**src/rtl/spi_slave_ctrl.sv**
```systemverilog
// spi_slave_ctrl: SPI slave front end for the single-port RAM.
// Deserialises one {cmd[1:0], payload} word per ss_n frame onto rx_data/rx_valid
// and, for read-data words, serialises the RAM's tx_data back on miso.
// Optional build macro SPI_CMD_CHK_EN adds the cmd_err output: a completed word
// whose command bits disagree with the path it arrived on is dropped and flagged.
module spi_slave_ctrl #(
    parameter int DATA_W     = 8,
    parameter int TX_TIMEOUT = 15
) (
    input  logic              clk,
    input  logic              rst,
    input  logic              ss_n,
    input  logic              mosi,
    output logic              miso,
    output logic [DATA_W+1:0] rx_data,
    output logic              rx_valid,
    input  logic [DATA_W-1:0] tx_data,
    input  logic              tx_valid
`ifdef SPI_CMD_CHK_EN
    ,
    output logic              cmd_err
`endif
);

    localparam int CNT_W = $clog2(DATA_W + 3);
    localparam int TO_W  = $clog2(TX_TIMEOUT + 1);
    localparam int TXC_W = $clog2(DATA_W);

    localparam logic [CNT_W-1:0] LAST_CNT = CNT_W'(DATA_W + 2);
    localparam logic [TO_W-1:0]  TO_LAST  = TO_W'(TX_TIMEOUT - 1);
    localparam logic [TXC_W-1:0] TX_FIRST = TXC_W'(DATA_W - 1);

    typedef enum logic [2:0] {
        S_IDLE,
        S_CHK_CMD,
        S_WRITE,
        S_READ_ADD,
        S_READ_DATA
    } state_t;

    state_t              r_state;
    state_t              w_next_state;

    logic [CNT_W-1:0]    r_bit_cnt;
    logic [DATA_W+1:0]   r_rx_shift;
    logic                r_word_done;
    logic                r_rd_addr_seen;
    logic                r_rd_active;
    logic                r_wait_tx;
    logic [TO_W-1:0]     r_to_cnt;
    logic                r_tx_busy;
    logic [DATA_W-1:0]   r_tx_shift;
    logic [TXC_W-1:0]    r_tx_cnt;
    logic                r_miso;
    logic [DATA_W+1:0]   r_rx_data;
    logic                r_rx_valid;

    logic                w_sample;
    logic                w_emit;
    logic                w_abort;
    logic                w_cmd_ok;

`ifdef SPI_CMD_CHK_EN
    logic                r_cmd_err;
    assign cmd_err = r_cmd_err;
`endif

    assign miso     = r_miso;
    assign rx_data  = r_rx_data;
    assign rx_valid = r_rx_valid;

    // State register.
    always_ff @(posedge clk or posedge rst) begin
        if (rst) begin
            r_state <= S_IDLE;
        end else begin
            r_state <= w_next_state;
        end
    end

    // Next-state decode plus the per-edge sample / emit / abort strobes.
    always_comb begin
        w_next_state = r_state;
        w_sample     = 1'b0;
        w_emit       = 1'b0;
        w_abort      = 1'b0;
        w_cmd_ok     = 1'b1;
        case (r_state)
            S_IDLE: begin
                if (!ss_n) begin
                    w_next_state = S_CHK_CMD;
                end
            end
            S_CHK_CMD: begin
                if (ss_n) begin
                    w_next_state = S_IDLE;
                    w_abort      = 1'b1;
                end else begin
                    w_sample = 1'b1;
                    if (!mosi) begin
                        w_next_state = S_WRITE;
                    end else if (r_rd_addr_seen) begin
                        w_next_state = S_READ_DATA;
                    end else begin
                        w_next_state = S_READ_ADD;
                    end
                end
            end
            S_WRITE, S_READ_ADD, S_READ_DATA: begin
                if (ss_n) begin
                    w_next_state = S_IDLE;
                    w_abort      = 1'b1;
                end else if (r_bit_cnt != LAST_CNT) begin
                    w_sample = 1'b1;
                end else if (!r_word_done) begin
                    // All bits in: forward the word once; later bits are ignored.
                    w_emit = 1'b1;
                end
            end
            default: begin
                w_next_state = S_IDLE;
            end
        endcase
`ifdef SPI_CMD_CHK_EN
        case (r_state)
            S_READ_ADD:  w_cmd_ok = (r_rx_shift[DATA_W+1:DATA_W] == 2'b10);
            S_READ_DATA: w_cmd_ok = (r_rx_shift[DATA_W+1:DATA_W] == 2'b11);
            default:     w_cmd_ok = !r_rx_shift[DATA_W+1];
        endcase
`endif
    end

    // Receive shifter, word hand-off, read-address tracking and miso serialiser.
    always_ff @(posedge clk or posedge rst) begin
        if (rst) begin
            r_bit_cnt      <= '0;
            r_rx_shift     <= '0;
            r_word_done    <= 1'b0;
            r_rd_addr_seen <= 1'b0;
            r_rd_active    <= 1'b0;
            r_wait_tx      <= 1'b0;
            r_to_cnt       <= '0;
            r_tx_busy      <= 1'b0;
            r_tx_shift     <= '0;
            r_tx_cnt       <= '0;
            r_miso         <= 1'b0;
            r_rx_data      <= '0;
            r_rx_valid     <= 1'b0;
`ifdef SPI_CMD_CHK_EN
            r_cmd_err      <= 1'b0;
`endif
        end else begin
            r_rx_valid <= 1'b0;
`ifdef SPI_CMD_CHK_EN
            r_cmd_err  <= 1'b0;
`endif
            if (w_abort) begin
                // Frame dropped: discard any partial word and stop serial-out.
                r_bit_cnt   <= '0;
                r_rx_shift  <= '0;
                r_word_done <= 1'b0;
                r_rd_active <= 1'b0;
                r_wait_tx   <= 1'b0;
                r_to_cnt    <= '0;
                r_tx_busy   <= 1'b0;
                r_tx_shift  <= '0;
                r_tx_cnt    <= '0;
                r_miso      <= 1'b0;
                if (r_rd_active) begin
                    r_rd_addr_seen <= 1'b0;
                end
            end else begin
                if (w_sample) begin
                    r_rx_shift <= {r_rx_shift[DATA_W:0], mosi};
                    r_bit_cnt  <= r_bit_cnt + 1'b1;
                end

                if (w_emit) begin
                    r_word_done <= 1'b1;
                    if (w_cmd_ok) begin
                        r_rx_data  <= r_rx_shift;
                        r_rx_valid <= 1'b1;
                        if (r_state == S_READ_ADD) begin
                            r_rd_addr_seen <= 1'b1;
                        end
                        if (r_state == S_READ_DATA) begin
                            // Only tx_valid arriving after this word is accepted.
                            r_rd_active <= 1'b1;
                            r_wait_tx   <= 1'b1;
                            r_to_cnt    <= '0;
                        end
                    end else begin
`ifdef SPI_CMD_CHK_EN
                        r_cmd_err <= 1'b1;
`endif
                    end
                end

                if (r_wait_tx) begin
                    if (tx_valid) begin
                        r_wait_tx  <= 1'b0;
                        r_tx_busy  <= 1'b1;
                        r_miso     <= tx_data[DATA_W-1];
                        r_tx_shift <= {tx_data[DATA_W-2:0], 1'b0};
                        r_tx_cnt   <= TX_FIRST;
                    end else if (r_to_cnt == TO_LAST) begin
                        // RAM never answered: give up on this read.
                        r_wait_tx      <= 1'b0;
                        r_rd_addr_seen <= 1'b0;
                    end else begin
                        r_to_cnt <= r_to_cnt + 1'b1;
                    end
                end

                if (r_tx_busy) begin
                    if (r_tx_cnt != '0) begin
                        r_miso     <= r_tx_shift[DATA_W-1];
                        r_tx_shift <= {r_tx_shift[DATA_W-2:0], 1'b0};
                        r_tx_cnt   <= r_tx_cnt - 1'b1;
                    end else begin
                        r_miso         <= 1'b0;
                        r_tx_busy      <= 1'b0;
                        r_rd_addr_seen <= 1'b0;
                    end
                end
            end
        end
    end

endmodule

```
**config.mk**
```make
export PLATFORM = sky130hd
export DESIGN_NAME = spi_slave_ctrl
export DESIGN_NICKNAME = d
export VERILOG_FILES = /design/src/rtl/spi_slave_ctrl.sv
export SDC_FILE = /design/constraint.sdc
export NUM_CORES = 1
export LEC_CHECK = 0
export ABC_AREA = 1
export ABC_CLOCK_PERIOD_IN_PS = 2800
export CAP_MARGIN = 20
export CELL_PAD_IN_SITES_DETAIL_PLACEMENT = 1
export CELL_PAD_IN_SITES_GLOBAL_PLACEMENT = 2
export CORE_ASPECT_RATIO = 2
export CORE_UTILIZATION = 36
export DETAILED_ROUTE_END_ITERATION = 8
export GPL_ROUTABILITY_DRIVEN = 0
export GPL_TIMING_DRIVEN = 0
export PLACE_DENSITY = 0.84
export SYNTH_ARGS = -nofsm -noshare
export SYNTH_HDL_FRONTEND = slang
export SYNTH_SLANG_ARGS = --single-unit
export TNS_END_PERCENT = 20
```
**constraint.sdc**
```tcl
create_clock -name clk -period 2.8 [get_ports clk]
set_clock_uncertainty 0.2 [all_clocks]
set_input_delay 0.84 -clock clk [delete_from_list [all_inputs] [get_ports clk]]
set_output_delay 0.84 -clock clk [all_outputs]
set_load 0.005 [all_outputs]
```
==> flow_summary.json, run 1 <==
{
  "ys_async_sr_fraction_pct": 100,
  "netlist_instances": 287,
  "postRouteWirelength_um": 5750,
  "cts-resized-gates": 0,
  "nFillCells": 820,
  "synth_top_cell_by_area": "dfrtp_1",
  "drive_above_1_share_pct": 10.0,
  "place_inst": 398,
  "clock_latency_ps": 290,
  "power_density_nw_per_um2": 638,
  "final-max-slew-violation-count": 0,
  "hold_end": "rx_data[3]",
  "rsz0062_at_grt": "no",
  "cpMostUsedCell": "nand2_1",
  "power.leakage_nw": 1.56,
  "holdPathStages": 2,
  "synth-edff-count": 0,
  "cp_num_buf_inv": 3,
  "drt-pass1-iter-count": 4,
  "ys_seq_area_share_pct": 51.6,
  "rrSetupSlack_ps": 1090,
  "htree_levels": 2,
  "fmax_mhz": 444,
  "yosys-top-cells-count": "102 x nand2_1, 49 x dfrtp_1, 30 x inv_1",
  "slew_headroom_pct": 80.0,
  "final_nets": 338,
  "crit_fanout": 10,
  "yosys-top-cells-area": "dfrtp_1 52%, nand2_1 16%, inv_1 4.7%",
  "synth.most_common_cell": "nand2_1",
  "initial_core_util_pct": 37.4,
  "ir_worst_vdd_v": 0.000450,
  "worst_pin_slew_ps": 299,
  "synth_nets": 306,
  "cpMaxStageDelayCell": "clkdlybuf4s50_1",
  "worstPathRequired_ps": 2780,
  "die_area_sq_um": 6950,
  "path_clk_slew_ps": 60,
  "hold_class": "reg -> reg",
  "coreArea_sq_um": 6360,
  "vias_per_cell": 4.93,
  "area_delta_synth_final_pct": 21.3,
  "dieHeight_um": 117,
  "crit-reg2reg-launch": "r_bit_cnt[0]",
  "setup_violations": 0,
  "worstSetupEndpointType": "flip-flop",
  "clock-sinks": 49,
  "worst_ep_arrival_time_ps": 2230,
  "synthDistinctLibCells": 26,
  "cts_setup_buffers": 0,
  "min_period_over_period_pct": 80.4,
  "dieWidth_um": 59.5,
  "fin_util_pct": 45.3,
  "detail_route.wl_per_cell_um": 14.2,
  "yosysWarnings": 0,
  "rows": 41,
  "drt_iter0_markers": 38,
  "r2r-end": "r_rx_shift[1]",
  "clock_path_buffers": 2,
  "worstHoldStart": "rx_data[3]",
  "grt_pass1_wl_um": 9860,
  "synth_area_sq_um": 2380,
  "ctsHoldBuffers": 0,
  "reg2reg_depth": 10,
  "synth-seq-cells": 49,
  "cts_buffers": 5,
  "cts_tree": "built",
  "cpLargestDelayFamily": "buffers and inverters",
  "crit_path_cell_trace": "clkdlybuf4s50_1, inv_2, nand2_1, nor2_2, nand2_1, buf_4, nand2_1, nand2_1",
  "root_buffer": "clkbuf_16",
  "ys.flop_type": "dfrtp_1",
  "ant_nets": 0,
  "grt_max_degree": 41,
  "yosysTopAreaCellShare_pct": 51.6,
  "path_class": "in -> reg",
  "drv_cap": 0,
  "io_pins": 25,
  "gr-total-overflow": 0,
  "status": "finished, final reports clean",
  "via_count": 2002,
  "portBuffers": 24,
  "power_mw": 1.84,
  "hpwl_um": 4320,
  "fin_cells": 406,
  "postSynthAreaPerCell_sq_um": 8.28,
  "slowest_delay_ps": 550,
  "drc": 0,
  "antenna_cells": 0,
  "grt_pass1_vias": 2177,
  "grt_usage_pct": 19.3,
  "hold_viol_final": 0,
  "fin_crit_ps": 2250,
  "cp-start-kind": "primary input",
  "antenna_found_initial": 0
}
==> cell usage in the layout (no fill, tap or decap), types with 2 or more instances in the layout <==
cell type | Yosys | final
a21oi_1 | 16 | 16
buf_2 | 4 | 4
buf_4 | 4 | 4
buf_6 | 2 | 2
clkbuf_16 | 0 | 5
clkdlybuf4s50_1 | 0 | 24
clkinv_2 | 0 | 2
dfrtp_1 | 49 | 49
ha_1 | 6 | 6
inv_1 | 30 | 29
inv_2 | 3 | 4
nand2_1 | 102 | 102
nand2_2 | 3 | 3
nand3_1 | 14 | 14
nand4_1 | 14 | 14
nor2_1 | 8 | 8
nor2_2 | 3 | 3
o211ai_1 | 2 | 2
o21ai_0 | 13 | 13
o22ai_1 | 2 | 2
or2_2 | 2 | 2
xor2_1 | 3 | 3
==> worst min-delay path, delay by kind of cell, from the launching register on <==
kind,cells,cell delay [ps]
DFF,1,340
and+or+nand+nor,2,100
==> flip-flops by register name, indices dropped and copies added, names as in the netlist, 3 cells and up <==
signal and cells:
r_bit_cnt 4, r_tx_cnt 3, r_tx_shift 8, rx_data 10, r_rx_shift 10, r_to_cnt 4, r_state 3
==> where the power goes <==
group | switching [mW] | internal [mW] | leakage, nW | total [mW]
combinational | 0.274 | 0.145 | 0.808 | 0.419
clock | 0.257 | 0.328 | 0.0706 | 0.585
sequential | 0.0643 | 0.771 | 0.677 | 0.835
total | 0.595 | 1.24 | 1.56 | 1.84
==> routing by layer <==
layer	global-route usage, %	share of wire, %	wire length (um)
met3	3.52	2.2	126
met4	9.52	2.9	167
met2	36.6	57	3290
met5	0	0	0
met1	19.1	38	2160
==> how the worst max path moves through the flow <==
stage	startpoint	to	slack, ps	depth (start not counted)
6_report	ss_n	rx_data[0]	550	8
2_1_floorplan	rst	miso	590	1
3_3_place_gp	rst	rx_data[9]	-520	2
5_1_grt	ss_n	r_wait_tx	410	7
3_5_place_dp	ss_n	rx_data[4]	200	8
4_1_cts	ss_n	rx_data[0]	520	8
==> stage by stage <==
step                TNS, ps  setup slack, ps  hold WS (ps)  instance area, sq um
finish                    0              548           277                  2880
detailed placement        0              202           265                  2750
global route              0              405           305                  2880
floorplan                 0              587           242                  2380
CTS                       0              523           283                  2880
global placement     -25280             -519           264                  2730
==> cell type report <==
cell class | instances | area, sq um | area share, %
flip-flops and latches | 49 | 1230 | 42.5
multi-input cells | 195 | 955 | 33.1
repair buffers | 25 | 260 | 9.02
clock buffers | 6 | 129 | 4.47
inverters | 33 | 124 | 4.30
well taps | 86 | 108 | 3.73
plain buffers | 10 | 72.6 | 2.52
clock inverters | 2 | 10.0 | 0.347
==> kinds of logic after synthesis <==
| group | count (synthesis) | share of synthesized area, % |
|---|---|---|
| AOI/OAI and AO/OA | 35 | 7.89 |
| xor gates and xnor gates | 3 | 1.11 |
| adders and majority gates | 6 | 3.16 |
| buffers and inverters | 43 | 8.26 |
| DFF | 49 | 51.6 |
| muxes | 1 | 0.421 |
| and+or+nand+nor | 150 | 27.6 |
Power figures use the tool's default switching activity.
==> run 2: changes to the inputs <==
ABC_CLOCK_PERIOD_IN_PS = 2000   (was 2800)
CORE_UTILIZATION = 30   (was 36)
PLACE_DENSITY = 0.75   (was 0.84)
clock period = 2 ns   (was 2.8 ns; I/O delays follow)
==> run 2 against run 1 <==
Against the previous run: sequential power is 40% higher; flip-flop and latch count did not move; worst setup slack worse by 490 ps; register-to-register slack worse by 800 ps; combinational power is 41% higher; core utilization down 7.3 points; critical path depth down 7; hold slack about the same.
==> flow_summary.json, run 2 (synthesis gave the netlist of run 1 again) <==
{
  "dieHeight_um": 128,
  "drive_above_1_share_pct": 10.3,
  "path_clk_slew_ps": 70,
  "dieWidth_um": 64.9,
  "initial_core_util_pct": 31.0,
  "fin_util_pct": 38.0,
  "clock-sinks": 49,
  "cts-resized-gates": 1,
  "slowest_delay_ps": 500,
  "power_density_nw_per_um2": 904,
  "cts_tree": "built",
  "crit-reg2reg-launch": "r_bit_cnt[0]",
  "fin_crit_ps": 1950,
  "hold_viol_final": 0,
  "hold_class": "reg -> reg",
  "worst_ep_arrival_time_ps": 1150,
  "gr-total-overflow": 0,
  "grt_pass1_vias": 2087,
  "worstPathRequired_ps": 1200,
  "clock_latency_ps": 290,
  "postRouteWirelength_um": 6000,
  "crit_fanout": 2,
  "worstHoldStart": "rx_data[3]",
  "drt_iter0_markers": 70,
  "via_count": 2002,
  "path_class": "reg -> out",
  "io_pins": 25,
  "die_area_sq_um": 8310,
  "mostFrequentLayoutCell": "nand2_1",
  "cpLargestDelayFamily": "buffers and inverters",
  "ctsHoldBuffers": 0,
  "cp_num_buf_inv": 1,
  "antenna_cells": 0,
  "clock_path_buffers": 2,
  "cp-start-kind": "flip-flop",
  "coreArea_sq_um": 7660,
  "crit_path_cell_trace": "clkdlybuf4s50_1",
  "ant_nets": 0,
  "root_buffer": "clkbuf_16",
  "drv_cap": 0,
  "rows": 45,
  "worstSetupEndpointType": "output port",
  "vias_per_cell": 4.84,
  "grt_max_degree": 40,
  "rsz0062_at_grt": "no",
  "htree_levels": 2,
  "power.leakage_nw": 1.58,
  "worst_pin_slew_ps": 298,
  "cp-startpoint": "rx_data[6]",
  "drt-pass1-iter-count": 4,
  "final_nets": 338,
  "final-max-slew-violation-count": 0,
  "fmax_mhz": 514,
  "ir_worst_vdd_v": 0.000483,
  "status": "finished, final reports clean",
  "min_period_over_period_pct": 97.3,
  "grt_usage_pct": 16.6,
  "cts_setup_buffers": 0,
  "most-common-layout-cells": "102 x nand2_1, 49 x dfrtp_1, 29 x inv_1",
  "detail_route.wl_per_cell_um": 14.5,
  "grt_pass1_wl_um": 10400,
  "drc": 0,
  "whs_ps": 278,
  "cpMaxStageDelayCell": "clkdlybuf4s50_1",
  "antenna_found_initial": 0,
  "area_delta_synth_final_pct": 22.4,
  "setup_violations": 0,
  "slew_headroom_pct": 80.1,
  "cts_buffers": 5,
  "portBuffers": 24,
  "hpwl_um": 4450
}
## run 2: per-stage QoR
stage | TNS [ps] | setup slack, ps | instance area (sq um) | total power, mW | cells
floorplan | 0 | 27.2 | 2380 | 1.59 | 287
global placement | -64740 | -1100 | 2740 | 1.78 | 405
detailed placement | -11730 | -395 | 2760 | 1.79 | 406
CTS | 0 | 31.4 | 2910 | 2.69 | 414
global route | 0 | 3.98 | 2910 | 2.81 | 414
finish | 0 | 55.0 | 2910 | 2.63 | 414
## run 2: path summary, 6_finish.rpt
kind	depth (start not counted)	endpoint	slack (ps)
min in group asynchronous	2	rx_data[3]	360
worst max-delay path	1	rx_data[6]	50
max in group asynchronous	3	r_rx_shift[8]	740
worst min register to register	2	rx_data[3]	280
worst max register to register	10	r_rx_shift[4]	290
worst min-delay path	2	rx_data[3]	280
## run 2: layout make-up
cell class / instances / area (sq um)
fillers: 952 / 4750
flip-flops and latches: 49 / 1230
multi-input cells: 195 / 955
repair buffers: 25 / 262
clock buffers: 6 / 139
inverters: 33 / 124
well taps: 94 / 118
plain buffers: 10 / 72.6
clock inverters: 2 / 13.8
## run 2: layer usage
metal / routed length (um) / vias to the layer above / global-route usage [%]
met4: 117 / 0 / 8.10
met2: 3460 / 18 / 30.8
li1: - / 977 / -
met3: 122 / 7 / 2.94
met1: 2300 / 1000 / 17.3
met5: 0 / - / 0
## run 2: power breakdown
part	leakage, nW	total (mW)	internal, mW	switching, mW
Sequential	0.677	1.17	1.08	0.0892
Combinational	0.828	0.590	0.201	0.389
Clock	0.0768	0.871	0.498	0.373
Total	1.58	2.63	1.78	0.851
==> run 3: changes to the inputs <==
ABC_CLOCK_PERIOD_IN_PS = not set   (was 2000)
CORE_UTILIZATION = 33   (was 30)
PLACE_DENSITY = 0.78   (was 0.75)
clock period = 1.9 ns   (was 2 ns; I/O delays follow)
==> run 3 against run 2 <==
Against the previous run: worst setup slack better by 78 ps; die area is 8.9% lower; core utilization is 3.4 points higher; clock power is 3.3% lower; critical path type is now in -> reg.
==> flow_summary.json, run 3 (synthesis gave the netlist of run 1 again) <==
{
  "switching_power_mw": 0.878,
  "path_class": "in -> reg",
  "vias_per_cell": 4.77,
  "path_clk_slew_ps": 60,
  "via_count": 1945,
  "crit_fanout": 10,
  "whs_ps": 278,
  "status": "finished, final reports clean",
  "hpwl_um": 4590,
  "finalInstanceArea_sq_um": 2870,
  "cts_buffers": 5,
  "antenna_found_initial": 0,
  "rsz0062_at_grt": "no",
  "drive_above_1_share_pct": 9.75,
  "final_nets": 338,
  "reg2reg_depth": 10,
  "worstPathRequired_ps": 1880,
  "hold_class": "reg -> reg",
  "area_delta_synth_final_pct": 20.9,
  "pwr-share-seq_pct": 45.8,
  "root_buffer": "clkbuf_16",
  "worst_pin_slew_ps": 599,
  "setup_violations": 0,
  "dp_slack_ps": -401,
  "drc": 0,
  "antenna_cells": 0,
  "power_switching_share_pct": 32.6,
  "drt_iter0_markers": 42,
  "drt-pass1-iter-count": 3,
  "multi_input_area_sq_um": 955,
  "comb_power_share_pct": 23.0,
  "coreArea_sq_um": 6940,
  "hold_viol_final": 0,
  "grt_pass1_vias": 2113,
  "clock_path_buffers": 2,
  "rows": 43,
  "portBuffers": 24,
  "setup_tns_ps": 0,
  "seqCellArea_sq_um": 1230,
  "final-max-slew-violation-count": 0,
  "dieHeight_um": 122,
  "gr-total-overflow": 0,
  "cts_tree": "built",
  "nFillCells": 826,
  "slew_headroom_pct": 60.0,
  "grt_pass1_wl_um": 10300,
  "grt_usage_pct": 18.7,
  "holdPathStages": 2,
  "drv_cap": 0,
  "fin_util_pct": 41.4,
  "r2r-end": "r_rx_shift[0]",
  "power_density_nw_per_um2": 938,
  "htree_levels": 2,
  "hold_end": "rx_data[6]",
  "power.leakage_nw": 1.62,
  "fin_ws_ps": 133,
  "worst_ep_arrival_time_ps": 1740,
  "grt_max_degree": 26,
  "cp-start-kind": "primary input",
  "clockPowerShare_pct": 31.2,
  "power_mw": 2.70,
  "worstSetupEndpointType": "flip-flop",
  "worstHoldStart": "rx_data[6]",
  "ant_nets": 0,
  "p_int_mw": 1.82,
  "die_area_sq_um": 7570,
  "cts_setup_buffers": 0,
  "clock-sinks": 49,
  "postRouteWirelength_um": 5980,
  "most-common-layout-cells": "102 x nand2_1, 49 x dfrtp_1, 29 x inv_1",
  "detail_route.wl_per_cell_um": 14.7,
  "fin_cells": 408,
  "clock_latency_ps": 290,
  "ir_worst_vdd_v": 0.000460,
  "place_area_sq_um": 2750,
  "mostFrequentLayoutCell": "nand2_1",
  "io_pins": 25,
  "place_inst": 402,
  "initial_core_util_pct": 34.3,
  "rrSetupSlack_ps": 160,
  "fin_crit_ps": 1770,
  "fmax_mhz": 566,
  "dieWidth_um": 62.0,
  "crit-reg2reg-launch": "r_bit_cnt[0]",
  "min_period_over_period_pct": 93.0
}
## run 3: changes by cell type in the layout (fill, tap and decap cells not counted), sizes merged
cell	delta
clkinvlp	+1
inv	-1
clkinv	-1
clkdlybuf4s50	-11
clkbuf	-1
dlygate4sd2	+11
## run 3: worst max path at each step
stage | from | to | slack, ps | cells past startpoint
6_report | tx_valid | r_tx_cnt[1] | 130 | 6
5_1_grt | r_bit_cnt[0] | r_rx_shift[7] | 10 | 10
4_1_cts | rx_valid | rx_valid | 20 | 1
3_5_place_dp | ss_n | rx_data[0] | -400 | 8
3_3_place_gp | ss_n | rx_data[4] | -390 | 8
2_1_floorplan | r_to_cnt[0] | r_to_cnt[1] | 380 | 6
## run 3: layout make-up
cell class                 instances  share of cell area (%)
buffer                            10                    2.61
clock buffer                       5                    4.35
clock inverter                     1                   0.174
inverter                          33                    4.44
multi-input combinational        195                    33.2
sequential                        49                    42.7
tap                               90                    3.92
timing repair buffer              25                    8.62
## run 3: metal layers
layer / vias to the layer above / share of wire (%) / global-route usage (%)
met5: - / 0 / 0
met4: 0 / 1.6 / 6.67
met3: 5 / 1.8 / 2.87
met2: 18 / 58 / 35.2
met1: 951 / 38 / 19.6
li1: 971 / - / -
## run 3: critical path, stage by stage
cell,delay (ps)
clkdlybuf4s50_1,420
nand2_1,180
buf_4,210
nand2_1,120
o211ai_1,190
inv_1,60
## run 3: what timing repair did
| action | CTS | global route |
|---|---|---|
| endpoints found under the setup margin | 33 | 3 |
| resized for setup | 12 | 3 |
| hold buffers | 0 | 0 |
## run 3: power by group through the flow
stage	Combinational (mW)	Sequential, mW	Clock (mW)
2_1_floorplan	0.450	1.22	0
3_3_place_gp	0.629	1.25	0
3_5_place_dp	0.638	1.25	0
4_1_cts	0.640	1.24	0.873
5_1_grt	0.713	1.25	0.902
6_report	0.620	1.23	0.842
